**src/rtl/bht_write_arbiter.sv**
```systemverilog
// Single write-port arbiter for the branch history table: merges ID and EXE
// updates through a small coalescing queue and runs the set-by-set clear sweep.
module bht_write_arbiter #(
    parameter int SET_BITS = 4,
    parameter int WAYS     = 4,
    parameter int ENTRY_W  = 22,
    parameter int QDEPTH   = 4
) (
    input  logic                CLK,
    input  logic                nrst,
    input  logic                en,
    input  logic                bht_clear,
    input  logic                exe_wr_req,
    input  logic [SET_BITS-1:0] exe_wr_set,
    input  logic [WAYS-1:0]     exe_wr_way,
    input  logic [ENTRY_W-1:0]  exe_wr_entry,
    input  logic                id_wr_req,
    input  logic [SET_BITS-1:0] id_wr_set,
    input  logic [WAYS-1:0]     id_wr_way,
    input  logic [ENTRY_W-1:0]  id_wr_entry,
    output logic                bht_we,
    output logic [SET_BITS-1:0] bht_set,
    output logic [WAYS-1:0]     bht_way_mask,
    output logic [ENTRY_W-1:0]  bht_entry,
    output logic                init_busy,
    output logic                wr_backpressure
);
    localparam int CW = $clog2(QDEPTH) + 1;
    localparam logic [SET_BITS-1:0] LAST_SET = '1;

    typedef enum logic {INIT, RUN} state_t;

    state_t              state;
    logic [SET_BITS-1:0] sweep_idx;
    logic [CW-1:0]       q_cnt;
    logic [SET_BITS-1:0] q_set   [QDEPTH];
    logic [WAYS-1:0]     q_way   [QDEPTH];
    logic [ENTRY_W-1:0]  q_entry [QDEPTH];

    logic [CW-1:0]       n_cnt;
    logic [SET_BITS-1:0] n_set   [QDEPTH];
    logic [WAYS-1:0]     n_way   [QDEPTH];
    logic [ENTRY_W-1:0]  n_entry [QDEPTH];

    logic                exe_v, issue, exe_push, id_push, p_v, hit;
    logic [SET_BITS-1:0] sel_set, p_set;
    logic [WAYS-1:0]     sel_way, p_way;
    logic [ENTRY_W-1:0]  sel_entry, p_entry;

    assign wr_backpressure = (q_cnt >= CW'(QDEPTH - 1));

    always_comb begin
        // Same set/way from both stages: the younger ID update wins outright.
        exe_v = exe_wr_req && !(id_wr_req && exe_wr_set == id_wr_set && exe_wr_way == id_wr_way);
        issue     = 1'b1;
        exe_push  = exe_v;
        id_push   = id_wr_req;
        sel_set   = q_set[0];
        sel_way   = q_way[0];
        sel_entry = q_entry[0];
        if (q_cnt == '0) begin
            if (exe_v) begin
                sel_set   = exe_wr_set;
                sel_way   = exe_wr_way;
                sel_entry = exe_wr_entry;
                exe_push  = 1'b0;
            end else if (id_wr_req) begin
                sel_set   = id_wr_set;
                sel_way   = id_wr_way;
                sel_entry = id_wr_entry;
                id_push   = 1'b0;
            end else begin
                issue = 1'b0;
            end
        end

        n_set   = q_set;
        n_way   = q_way;
        n_entry = q_entry;
        n_cnt   = q_cnt;
        if (q_cnt != '0) begin
            for (int i = 0; i < QDEPTH - 1; i++) begin
                n_set[i]   = q_set[i+1];
                n_way[i]   = q_way[i+1];
                n_entry[i] = q_entry[i+1];
            end
            n_cnt = q_cnt - CW'(1);
        end

        // Coalesce against the post-pop queue so a head leaving this cycle never absorbs data.
        p_v     = 1'b0;
        p_set   = exe_wr_set;
        p_way   = exe_wr_way;
        p_entry = exe_wr_entry;
        hit     = 1'b0;
        for (int r = 0; r < 2; r++) begin
            p_v     = (r == 0) ? exe_push     : id_push;
            p_set   = (r == 0) ? exe_wr_set   : id_wr_set;
            p_way   = (r == 0) ? exe_wr_way   : id_wr_way;
            p_entry = (r == 0) ? exe_wr_entry : id_wr_entry;
            hit     = 1'b0;
            if (p_v) begin
                for (int i = 0; i < QDEPTH; i++) begin
                    if (!hit && i < int'(n_cnt) && n_set[i] == p_set && n_way[i] == p_way) begin
                        n_entry[i] = p_entry;
                        hit        = 1'b1;
                    end
                end
                if (!hit && n_cnt < CW'(QDEPTH)) begin
                    for (int i = 0; i < QDEPTH; i++) begin
                        if (i == int'(n_cnt)) begin
                            n_set[i]   = p_set;
                            n_way[i]   = p_way;
                            n_entry[i] = p_entry;
                        end
                    end
                    n_cnt = n_cnt + CW'(1);
                end
            end
        end
    end

    always_ff @(posedge CLK) begin
        if (!nrst) begin
            state        <= INIT;
            sweep_idx    <= '0;
            q_cnt        <= '0;
            bht_we       <= 1'b0;
            bht_set      <= '0;
            bht_way_mask <= '0;
            bht_entry    <= '0;
            init_busy    <= 1'b1;
        end else if (en) begin
            if (bht_clear) begin
                state     <= INIT;
                sweep_idx <= '0;
                q_cnt     <= '0;
                bht_we    <= 1'b0;
                init_busy <= 1'b1;
            end else begin
                init_busy <= (state == INIT);
                if (state == INIT) begin
                    bht_we       <= 1'b1;
                    bht_set      <= sweep_idx;
                    bht_way_mask <= '1;
                    bht_entry    <= '0;
                    sweep_idx    <= sweep_idx + 1'b1;
                    if (sweep_idx == LAST_SET) state <= RUN;
                end else begin
                    bht_we <= issue;
                    q_cnt  <= n_cnt;
                    if (issue) begin
                        bht_set      <= sel_set;
                        bht_way_mask <= sel_way;
                        bht_entry    <= sel_entry;
                    end
                end
            end
        end else begin
            bht_we <= 1'b0;
        end
    end

    // Queue payload carries no reset; q_cnt alone decides which slots are live.
    always_ff @(posedge CLK) begin
        if (en && !bht_clear && state == RUN) begin
            q_set   <= n_set;
            q_way   <= n_way;
            q_entry <= n_entry;
        end
    end

endmodule

```
**config.mk**
```make
export PLATFORM = sky130hd
export DESIGN_NAME = bht_write_arbiter
export DESIGN_NICKNAME = d
export VERILOG_FILES = /design/src/rtl/bht_write_arbiter.sv
export SDC_FILE = /design/constraint.sdc
export NUM_CORES = 1
export LEC_CHECK = 0
export ABC_AREA = 0
export CAP_MARGIN = 20
export CORE_ASPECT_RATIO = 1.75
export CORE_UTILIZATION = 55
export DETAILED_ROUTE_END_ITERATION = 7
export GPL_TIMING_DRIVEN = 0
export PLACE_DENSITY = 0.77
export SETUP_SLACK_MARGIN = 0.02
export SYNTH_ARGS = -nofsm -noshare
export SYNTH_HDL_FRONTEND = slang
export SYNTH_SLANG_ARGS = --single-unit
```
**constraint.sdc**
```tcl
create_clock -name CLK -period 6.1 [get_ports CLK]
set_input_delay 1.22 -clock CLK [delete_from_list [all_inputs] [get_ports CLK]]
set_output_delay 1.22 -clock CLK [all_outputs]
set_load 0.005 [all_outputs]
```
==> results of run 1 <==
metrics by stage:
step	setup TNS (ps)	worst slack, ps	std cells	instance area (sq um)
after CTS	0	33.0	1486	13000
after global placement	-88610	-1600	1452	12300
after global routing	0	117	1486	13000
after floorplan	0	1060	1122	11100
after detailed placement	-11300	-437	1454	12300
final	0	256	1486	13000
repair_timing:
item,CTS,global route
pin swaps,0,2
gates resized for setup,3,17
buffers inserted,0,0
setup endpoints to repair,22,120
power groups by stage:
stage,registers (uW),clock network (uW),logic [uW]
2_1_floorplan,1190,0,101
3_3_place_gp,1190,0,200
3_5_place_dp,1190,0,202
4_1_cts,1160,1120,204
5_1_grt,1160,1150,224
6_report,1160,1120,211
worst max-delay path, delay by kind of cell:
| kind | cells | cell delay (ps) |
|---|---|---|
| AO/OA/AOI/OAI | 3 | 1060 |
| XOR/XNOR | 2 | 260 |
| buffers and inverters | 4 | 1290 |
| multiplexers | 2 | 680 |
| AND/OR/NAND/NOR | 4 | 1500 |
flip-flops by register name (all words and copies together) (netlist names), 3 cells and up:
name,flops
sweep_idx,4
bht_way_mask,4
bht_entry,22
q_set,16
q_entry,88
bht_set,4
q_way,16
q_cnt,3
path summary, 6_finish.rpt:
| kind | cells after the start | to | slack [ps] | startpoint |
|---|---|---|---|---|
| min | 2 | init_busy | 500 | init_busy |
| min reg2reg | 2 | init_busy | 500 | init_busy |
| max reg2reg | 18 | q_entry[56] | 300 | q_cnt[0] |
| max | 15 | q_entry[4] | 260 | exe_wr_set[0] |
placed cells by master (no fill, tap or decap), types with 5 or more instances in the layout:
cell / instances
clkbuf_16: 21
nand3_1: 17
xor2_1: 15
nand2_1: 100
a21oi_1: 78
o21ai_1: 5
dfxtp_1: 40
nor2_1: 44
mux2_1: 41
buf_2: 13
nand2b_1: 5
clkbuf_1: 58
clkdlybuf4s50_1: 85
mux2i_1: 104
inv_1: 22
nor2b_1: 29
xnor2_1: 52
o21ai_0: 134
nor3_1: 6
a31oi_1: 12
ha_1: 11
mux2_2: 100
buf_6: 6
nand3b_1: 22
nand4_1: 5
edfxtp_1: 120
routing by layer:
metal  wire (um)  share of wire  vias up  GRT usage
met2       18500           0.53      468      0.601
met3        2180          0.062      142     0.0861
met4        2630          0.075        2      0.285
met1       11800           0.34     4498      0.356
met5          11        0.00031        -          0
li1            -              -     4312          -
kinds of logic (layout without fill, tap and decap cells):
family	Yosys count	count (layout)	share of synthesized area
AO/OA/AOI/OAI	269	269	0.136
XOR/XNOR	68	68	0.0534
adder cells (fa/ha/maj)	11	11	0.0123
buffers and inverters	109	228	0.0430
flip-flops	160	160	0.395
multiplexers	249	249	0.241
AND/OR/NAND/NOR	256	256	0.119
layout make-up:
cell class                 instances  area [sq um]
timing repair buffer              87           883
clock buffer                      24           567
inverter                          23          91.3
clock inverter                     8          60.1
fill                            1611          6780
sequential                       160          4400
buffer                            86           403
tap                              245           307
multi-input combinational        853          6330
==> flow_summary.yaml, run 1 <==
cts:
  root_buffer: "clkbuf_16"
  clkSinkCount: 160
  tritoncts: "built"
  cts.path.max_buffers: 2
  cts_made_buffers: 17
  htreeDepth: 4
  hold_buffers: 0
  clk_latency_ps: 450
  clkTransAtPathRegs_ps: 70
grt:
  grt_overflow: 0
  antenna_found_initial: 1
  gr-usage-all-layers: 0.352
  grt_max_degree: 97
  grt_pass1_vias: 9640
  grt_pass1_wl_mm: 53.5
yosys:
  synthTopCellsByCount: "o21ai_0, edfxtp_1, mux2i_1"
  synthFlopType: "edfxtp_1"
  synth_edf_count: 120
  synth_top_area_cell: "edfxtp_1"
  synth_top_cell_area_share: 0.323
  yosysWarningCount: 0
  synth_area_leaders: "edfxtp_1, mux2_2, mux2i_1"
  synth_most_common_cell: "o21ai_0"
  syn_area_sq_mm: 0.0111
  synth_nets: 1199
  async_reset_ff_frac: 0
  avgSynthCellArea_sq_um: 9.93
  synth_seq_cells: 160
  synthCells: 1122
  ys_seq_area_frac: 0.395
  synth_cell_type_count: 64
layout:
  antenna_cells: 0
  layout-area-overhead-vs-synth_pct: 17.1
  final_core_util: 0.658
  nNetsFinal: 1305
  drive_gt1_frac: 0.151
sta:
  finalCritPeriodShare: 0.958
  max_freq_mhz: 171
  relSlewSlack: 0.385
  final-hold-violation-count: 0
  finalSetupViolations: 0
  hold_slack_ps: 498
  finalClockSkew_ps: 17.2
  drv_slew: 0
  rsz0062_at_grt: "false"
  tightestPinTransition_ps: 922
  period_minus_slack_ps: 5840
critical_path:
  path_cells: "clkdlybuf4s50_1 -> clkbuf_2 -> xor2_1 -> nor4_1 -> a31oi_4 -> or4_1 -> buf_2 -> nand4_2 -> mux2i_1 -> xnor2_1 -> a2111oi_0 -> nand4_1 -> a211oi_4 -> buf_4 -> mux2_2"
  path_max_fanout: 10
  crit_path_max_incr_delay_ps: 550
  cp.required_ps: 6290
  worst-setup-path-type: "input port to register"
  worst_path_max_delay_cell: "or4_1"
  critical_path.startpoint_type: "input port"
  crit_path_end_kind: "register"
  worstPathArrival_ps: 6040
power_and_ir_drop:
  clockPowerShare: 0.449
  power_switching_uw: 594
  switching_share: 0.238
  p_leak_uw: 0.00430
  seqPwrFrac: 0.466
  power_frac_comb: 0.085
  power.total_uw: 2500
  power.internal_uw: 1900
  ir_drop_uv: 304
  p_per_area_mw_per_mm2: 191
route:
  drc: 0
  routed_via_density: 6.34
  via_count: 9422
  wire_per_inst_um: 23.6
  wl_mm: 35.1
  ant_nets: 0
  dr.pass1.iters: 8
  drt-initial-drc-count: 852
floorplanning:
  die_h_um: 190
  core_area_sq_mm: 0.0198
  die_x_um: 110
  io_pins: 99
  rows: 68
  dieArea_sq_mm: 0.0209
  initial_core_util: 0.562
place:
  gp_congestion: 1.05
  place.port_buffers: 85
  dp_hpwl_mm: 25.5
status:
  status: "complete, no violations"
run:
  drv_cap: 0
worst_hold_path:
  hold_path.class: "register to register"
(Power assumes the default switching activity.)
==> run 2, diff against run 1 <==
--- a/config.mk
+++ b/config.mk
@@ -7,10 +7,9 @@
 export LEC_CHECK = 0
 export ABC_AREA = 0
 export CAP_MARGIN = 20
-export CORE_ASPECT_RATIO = 1.75
+export CORE_ASPECT_RATIO = 1.4
 export CORE_UTILIZATION = 55
 export DETAILED_ROUTE_END_ITERATION = 7
-export GPL_TIMING_DRIVEN = 0
 export PLACE_DENSITY = 0.77
 export SETUP_SLACK_MARGIN = 0.02
 export SYNTH_ARGS = -nofsm -noshare
==> run 2 against run 1 <==
Global-route usage is 3.3 points lower. Worst hold slack better by 5.3 ps. Worst setup slack better by 200 ps. Via count is 2.8% lower. Largest power group unchanged. Clock-buffer cell count is 5 lower. Die area hardly changed. Maximum frequency is 3.6% higher. Critical endpoint is now q_entry[23]. Sequential share of layout area is 0.39 points lower. Cell count is 1.1% lower. Clock power hardly changed. Clock skew is 9.9 ps lower. First-iteration DRC count is 9.5% lower.
==> flow_summary.yaml, run 2 (synthesis results as in run 1) <==
route:
  drt-initial-drc-count: 771
  ant_nets: 0
  wire_per_inst_um: 22.1
  via_count: 9159
  routed_via_density: 6.23
  wl_mm: 32.5
  dr.pass1.iters: 7
  drc: 0
sta:
  final-hold-violation-count: 0
  finalClockSkew_ps: 7.32
  drv_slew: 0
  relSlewSlack: 0.261
  tightestPinTransition_ps: 1110
  finalSetupViolations: 0
  period_minus_slack_ps: 5640
  max_freq_mhz: 177
  finalSetupTns_ps: 0
  rsz0062_at_grt: "false"
  finalCritPeriodShare: 0.925
layout:
  largest_register_ff_count: 88
  nNetsFinal: 1282
  reg_top3: "q_entry (88), bht_entry (22)"
  register_area_sq_mm: 0.00440
  mostFrequentLayoutCells: "o21ai_0, edfxtp_1, mux2i_1"
  drive_gt1_frac: 0.175
  fin_cells: 1470
  fillCellCount: 1580
  multiInputGateArea_sq_mm: 0.00633
  final_common_cell: "o21ai_0"
  layout-area-overhead-vs-synth_pct: 18.4
  top_register: "q_entry"
  antenna_cells: 0
  final_core_util: 0.665
cts:
  postCtsSetupBuffers: 0
  htreeDepth: 4
  root_buffer: "clkbuf_16"
  cts_resized: 0
  tritoncts: "built"
  clkTransAtPathRegs_ps: 60
  cts.path.max_buffers: 2
  cts_made_buffers: 17
  hold_buffers: 0
  clk_latency_ps: 430
  clkSinkCount: 160
place:
  dp_cells: 1438
  gp_congestion: 1.00
  dp_hpwl_mm: 22.4
  place.port_buffers: 98
floorplanning:
  die_h_um: 170
  dieArea_sq_mm: 0.0208
  io_pins: 99
  rows: 61
  die_x_um: 122
  core_area_sq_mm: 0.0198
  initial_core_util: 0.562
grt:
  grt_pass1_wl_mm: 49.9
  grt_overflow: 0
  grt_pass1_vias: 9077
  gr-usage-all-layers: 0.319
  antenna_found_initial: 1
  grt_max_degree: 58
worst_hold_path:
  holdPathEnd: "init_busy"
  hold_path.class: "register to register"
  hold_depth: 2
  holdCritStartpoint: "init_busy"
critical_path:
  ff2ff_path_depth: 14
  worst-setup-path-type: "register to register"
  reg2reg_to: "q_entry[23]"
  path_max_fanout: 25
  critical_path.startpoint_type: "register"
  cp.required_ps: 6280
  crit_path_end_kind: "register"
  crit-reg2reg-launch: "q_cnt[0]"
  rrSetupSlack_ps: 460
  worstPathArrival_ps: 5820
status:
  status: "complete, no violations"
power_and_ir_drop:
  ir_drop_uv: 173
  p_per_area_mw_per_mm2: 192
  p_leak_uw: 0.00441
run:
  drv_cap: 0
## run 2: cell types whose count changed in the layout (fill, tap and decap cells not counted), sizes merged
cell,change
clkdlybuf4s50,+13
bufinv,+4
clkinvlp,+1
clkinv,-1
clkbuf,-69
buf,+28
inv,+1
## run 2: power by group
part	internal (uW)	leakage, uW	switching (uW)	total [uW]
logic	101	0.00271	123	224
clock network	687	0.000302	456	1140
registers	1160	0.00140	2.62	1160
## run 2: worst max-delay path by stage
stage / start / to / slack [ps]
2_1_floorplan: en / bht_entry[15] / 1060
3_3_place_gp: exe_wr_way[2] / q_entry[23] / 200
3_5_place_dp: exe_wr_way[2] / q_entry[23] / 140
4_1_cts: q_cnt[0] / q_entry[40] / 520
5_1_grt: q_cnt[0] / q_entry[26] / 250
6_report: q_cnt[0] / q_entry[23] / 460
## run 2: worst max-delay path, cell delays in order, from the launching register on
cell and delay [ps]:
dfxtp_1 430, inv_1 220, ha_1 370, and2b_2 650, o2111ai_1 310, o21ai_0 150, o211ai_1 100, or4_1 630
nand4_2 280, mux2i_1 300, xnor2_1 100, or4_4 570, o21ai_4 430, or2b_4 450, mux2_2 380
## run 2: cell type report
cell class	count	area share
clock buffer	19	0.0328
clock inverter	13	0.0138
inverter	23	0.00673
multi-input combinational	853	0.480
sequential	160	0.334
tap	252	0.0239
timing repair buffer	150	0.109
## run 2: metal layers
layer  share of wire  GRT usage  vias to the layer above
met5         0.00040          0                        -
met4           0.059      0.194                        2
met3           0.048     0.0459                      119
met2            0.51      0.560                      372
met1            0.38      0.361                     4402
li1                -          -                     4264
## run 2: per-stage QoR
stage          setup WS, ps  area [sq um]  hold slack, ps  power (uW)
6_report                458         13200             503        2530
5_1_grt                 255         13200             530        2590
4_1_cts                 521         13200             509        2540
3_5_place_dp            141         12600             493        1410
3_3_place_gp            203         12600             487        1410
2_1_floorplan          1060         11100             473        1290
